**src/rtl/spi_v3_arb_pkg.sv**
```systemverilog
// Shared helpers and types for the tagged SPI return-path arbiter.
// Build option SPI_V3_ARB_FIXED_PRIO_EN selects fixed priority instead of round-robin.
package spi_v3_arb_pkg;

    localparam int default_nbits      = 4;
    localparam int default_num_inputs = 2;

    // Tag width: at least one bit, even for a single source.
    function automatic int addr_w(input int n);
        return (n <= 1) ? 1 : $clog2(n);
    endfunction

    localparam int default_addr_nbits = addr_w(default_num_inputs);

    // Tagged message layout for the default configuration; the top re-declares it with its own widths.
    typedef struct packed {
        logic [default_addr_nbits-1:0] addr;
        logic [default_nbits-1:0]      payload;
    } tagged_msg_t;

endpackage

```
**src/rtl/spi_v3_rr_arbiter.sv**
```systemverilog
// Request arbiter: round-robin from a rotating pointer, or fixed lowest-index priority
// when SPI_V3_ARB_FIXED_PRIO_EN is defined (pointer not built in that case).
module spi_v3_rr_arbiter
    import spi_v3_arb_pkg::*;
#(
    parameter int num_inputs = 2,
    parameter int idx_w      = addr_w(num_inputs)
) (
    input  logic                  clk,
    input  logic                  reset,
    input  logic [num_inputs-1:0] req,
    input  logic                  en,
    output logic [num_inputs-1:0] grant,
    output logic [idx_w-1:0]      grant_idx
);

    logic found;

`ifdef SPI_V3_ARB_FIXED_PRIO_EN

    always_comb begin
        grant_idx = '0;
        found     = 1'b0;
        for (int k = 0; k < num_inputs; k++) begin
            if (!found && req[k]) begin
                found     = 1'b1;
                grant_idx = idx_w'(k);
            end
        end
    end

`else

    localparam logic [idx_w:0]   n_ext = (idx_w+1)'(num_inputs);
    localparam logic [idx_w-1:0] last  = idx_w'(num_inputs - 1);

    logic [idx_w-1:0] ptr;
    logic [idx_w:0]   cand;

    // NOTE: every output of this block gets a default first; a missed path would infer a latch.
    always_comb begin
        grant_idx = '0;
        found     = 1'b0;
        cand      = '0;
        for (int k = 0; k < num_inputs; k++) begin
            cand = {1'b0, ptr} + (idx_w+1)'(k);
            if (cand >= n_ext) cand = cand - n_ext;
            if (!found && req[cand[idx_w-1:0]]) begin
                found     = 1'b1;
                grant_idx = cand[idx_w-1:0];
            end
        end
    end

    // The pointer only moves on an actual transfer: winner present and output stage free.
    // NOTE: state registers use non-blocking assignments so all flops update from pre-edge values.
    always_ff @(posedge clk) begin
        if (reset) begin
            ptr <= '0;
        end else if (en && found) begin
            ptr <= (grant_idx == last) ? '0 : grant_idx + 1'b1;
        end
    end

`endif

    always_comb begin
        grant = '0;
        if (found) grant[grant_idx] = 1'b1;
    end

endmodule

```
**src/rtl/spi_v3_arbiter_tagged.sv**
```systemverilog
// N:1 return-path mux with source-index tag and a 1-entry registered output stage.
// SPI_V3_ARB_FIXED_PRIO_EN switches the arbiter from round-robin to fixed priority.
module spi_v3_arbiter_tagged
    import spi_v3_arb_pkg::*;
#(
    parameter int nbits      = 4,
    parameter int num_inputs = 2,
    parameter int addr_nbits = addr_w(num_inputs)
) (
    input  logic                        clk,
    input  logic                        reset,
    input  logic [nbits-1:0]            recv_msg [0:num_inputs-1],
    input  logic [num_inputs-1:0]       recv_val,
    output logic [num_inputs-1:0]       recv_rdy,
    output logic [addr_nbits+nbits-1:0] send_msg,
    output logic                        send_val,
    input  logic                        send_rdy
);

    localparam int idx_w = addr_w(num_inputs);

    typedef struct packed {
        logic [addr_nbits-1:0] addr;
        logic [nbits-1:0]      payload;
    } msg_t;

    logic [num_inputs-1:0] grant;
    logic [idx_w-1:0]      grant_idx;
    logic                  buf_free;
    logic                  load;
    msg_t                  next_msg;

    // Free when empty or draining this cycle; never feeds send_val combinationally.
    assign buf_free = !send_val | send_rdy;

    spi_v3_rr_arbiter #(
        .num_inputs (num_inputs),
        .idx_w      (idx_w)
    ) u_arb (
        .clk       (clk),
        .reset     (reset),
        .req       (recv_val),
        .en        (buf_free & !reset),
        .grant     (grant),
        .grant_idx (grant_idx)
    );

    assign recv_rdy = reset ? '0 : (grant & {num_inputs{buf_free}});
    assign load     = |(recv_val & recv_rdy);

    always_comb begin
        next_msg.addr    = addr_nbits'(grant_idx);
        next_msg.payload = recv_msg[grant_idx];
    end

    // A new load takes priority over a drain, giving one message per cycle.
    always_ff @(posedge clk) begin
        if (reset) begin
            send_val <= 1'b0;
            send_msg <= '0;
        end else if (load) begin
            send_val <= 1'b1;
            send_msg <= next_msg;
        end else if (send_rdy) begin
            send_val <= 1'b0;
        end
    end

endmodule
```
**config.mk**
```make
export PLATFORM = sky130hd
export DESIGN_NAME = spi_v3_arbiter_tagged
export DESIGN_NICKNAME = d
export VERILOG_FILES = /design/src/rtl/spi_v3_arb_pkg.sv /design/src/rtl/spi_v3_rr_arbiter.sv /design/src/rtl/spi_v3_arbiter_tagged.sv
export SDC_FILE = /design/constraint.sdc
export NUM_CORES = 1
export LEC_CHECK = 0
export ABC_AREA = 1
export ABC_CLOCK_PERIOD_IN_PS = 1450
export BUFFER_PORTS_ARGS = -buffer_cell sky130_fd_sc_hd__buf_2
export CAP_MARGIN = 5
export CORE_AREA = 3 3 40 42
export DETAILED_ROUTE_END_ITERATION = 7
export DIE_AREA = 0 0 43 45
export GPL_ROUTABILITY_DRIVEN = 0
export PLACE_DENSITY_LB_ADDON = 0.2
export SYNTH_ARGS = -nofsm -noshare
export SYNTH_HDL_FRONTEND = slang
export SYNTH_SLANG_ARGS = --single-unit
```
**constraint.sdc**
```tcl
create_clock -name clk -period 1.45 [get_ports clk]
set_input_delay 0.0725 -clock clk [delete_from_list [all_inputs] [get_ports clk]]
set_output_delay 0.0725 -clock clk [all_outputs]
set_load 0.01 [all_outputs]
```
==> impl_metrics.toml <==
[clock_network]
cts_sinks = 7
postCtsHoldBufs = 0
insertion_delay_ns = 0.25
post_cts_resized = 0
cts_max_level = 1
cts_buffers = 3
clk_pin_slew_ns = 0.06
cts.path.max_buffers = 2
cts_root_buffer = "clkbuf_4"
cts_tree = "built"
post_cts_buffers = 0

[grt]
grtUsageMet2_pct = 14.4
use_met3_pct = 3.98
busiest_layer = "met2"
antenna_found_initial = 0
grt_pass1_vias = 347
gr-usage-met1_pct = 13.5
grt_max_degree = 8
grt-ovfl-total = 0
track_usage_pct = 10.5
grt_pass1_wl_mm = 1.46

[sta]
post-route-period-util_pct = 84.2
slew_headroom_pct = 89.7
tns_ns = 0
tightest_slew_ns = 0.154
fmax_mhz = 819
holdWs_ns = 0.0961
worst_clock_skew_ns = 0.00368
fin_ws_ns = 0.229
finalCriticalPeriod_ns = 1.22
final_hold_viol_count = 0
rsz0062_at_grt = "false"
setup_viol = 0
slew_viol_final = 0

[yosys]
syn_inst = 49
yosys.area.top_type = "dfxtp_1"
ys_ff_latch = 7
synth_top_area_share_pct = 39.0
syn_avg_cell_area_um2 = 7.33
synth.distinct_cells = 12
yosysWarnings = 0
ys_seq_area_share_pct = 39.0
syn-cell-area_um2 = 359
syn_nets = 62
synth.top_cells.by_area = "dfxtp_1, nand2_1, a21oi_1"

[critical_path]
critPathKind = "register to output port"
rr_worst_depth = 5
cp-end-kind = "output port"
r2r_slack_ns = 0.50
crit_start = "send_val"
cp_max_fo = 5
timing.rr.start = "send_val"
required_ns = 1.38
startpoint_type = "register"
r2r_end = "u_arb.ptr"
arrival_ns = 1.15
worstSetupEndpoint = "recv_rdy[0]"

[drt]
dr.pass1.iters = 4
vias_per_cell = 4.39
num_vias = 386
drtAntennaViolNets = 0
drc_errors = 0
drtIter0Drc = 4
totalWireLength_um = 902
wl_per_cell_um = 10.3

[pwr]
power.density_nw_per_um2 = 993
irDropWorstVdd_v = 0.000335
fin_total_pwr_mw = 0.501
leakagePower_nw = 0.273

[die]
die_x_um = 43
chipHeight_um = 45
core-area_um2 = 1280
num_rows = 13
start_util_pct = 27.9
die-area_um2 = 1940
ios = 21

[cells_and_area]
syn_to_final_growth_pct = 40.4
antennaDiodeCount = 0
drive_above_1_share_pct = 42.5
nets = 87
nFillCells = 144

[hold_path]
whs_path_depth = 2
hold_path.class = "input port to register"

[placement]
port_buffers = 20
dp_slack_ns = 0.498
dp_hpwl_um = 692

[flow_run]
drv_cap = 0

[run_status]
status = "complete, no violations"
synthesized netlist by cell type (all sizes together):
library cell   n
nand2         22
nor2           3
a21oi          6
nand3b         1
dfxtp          7
nand3          5
inv            4
o21ai          1
state kept, by name, summed over array words and instances (netlist names):
register / count
send_msg: 5
send_val: 1
u_arb.ptr: 1
through the flow:
step | std cells | area (um^2) | utilization, %
after global routing | 88 | 504 | 39.2
after CTS | 88 | 504 | 39.2
after global placement | 84 | 478 | 37.2
after floorplan | 49 | 359 | -
after detailed placement | 84 | 478 | 37.2
final | 88 | 504 | 39.2
layer usage:
layer  share of wire (%)  wire [um]  vias up
li1                    -          -      207
met1                  46        417      164
met2                  44        398       13
met3                 8.2         74        2
met4                 1.2         11        0
met5                   0          0        -
worst min path at each step:
stage / start / to / slack [ns]
2_1_floorplan: reset / send_msg[0] / 0.14
3_3_place_gp: reset / send_msg[1] / 0.36
3_5_place_dp: reset / send_msg[2] / 0.35
4_1_cts: reset / send_msg[2] / 0.08
5_1_grt: reset / send_val / 0.09
6_report: reset / send_msg[0] / 0.1
power breakdown:
group | total, mW | switching (mW) | internal (mW) | leakage, nW
Clock | 0.186 | 0.0801 | 0.106 | 0.0150
Combinational | 0.104 | 0.0602 | 0.0438 | 0.200
Sequential | 0.211 | 0.00612 | 0.205 | 0.0576
Total | 0.501 | 0.146 | 0.354 | 0.273
critical path: stages, from the launching register on:
cell and delay (ns):
dfxtp_1 0.33, nand2_4 0.09, nand2_1 0.09, nor2_4 0.15, nand2_2 0.07, inv_1 0.05
buf_2 0.11
cell type report:
| class | instances | area (um^2) | area share (%) |
|---|---|---|---|
| Multi-Input combinational cell | 38 | 204 | 40.4 |
| Timing Repair Buffer | 20 | 100 | 19.9 |
| Tap cell | 15 | 18.8 | 3.72 |
| Inverter | 4 | 15.0 | 2.98 |
| Sequential cell | 7 | 140 | 27.8 |
| Clock buffer | 4 | 26.3 | 5.21 |
cell usage in the layout, fill, tap and decap left out:
| cell type | synthesis | final |
|---|---|---|
| buf_2 | 0 | 20 |
| nand2_1 | 18 | 18 |
| dfxtp_1 | 7 | 7 |
| a21oi_1 | 6 | 6 |
| nand3_1 | 5 | 5 |
| inv_1 | 3 | 3 |
| nand2_2 | 3 | 3 |
| clkbuf_4 | 0 | 3 |
| nor2_4 | 2 | 2 |
| nand2_4 | 1 | 1 |
| inv_2 | 1 | 1 |
| nor2_1 | 1 | 1 |
| nand3b_4 | 1 | 1 |
| o21ai_1 | 1 | 1 |
| clkbuf_1 | 0 | 1 |
cells by family (layout without fill, tap and decap cells):
family,count (synthesis),count (layout),synth area share (%)
buffers and inverters,4,28,4.18
and+or+nand+nor,31,31,47.0
AOI/OAI and AO/OA,7,7,9.76
DFF,7,7,39.0
No activity file was read; power rests on OpenSTA's default activity.
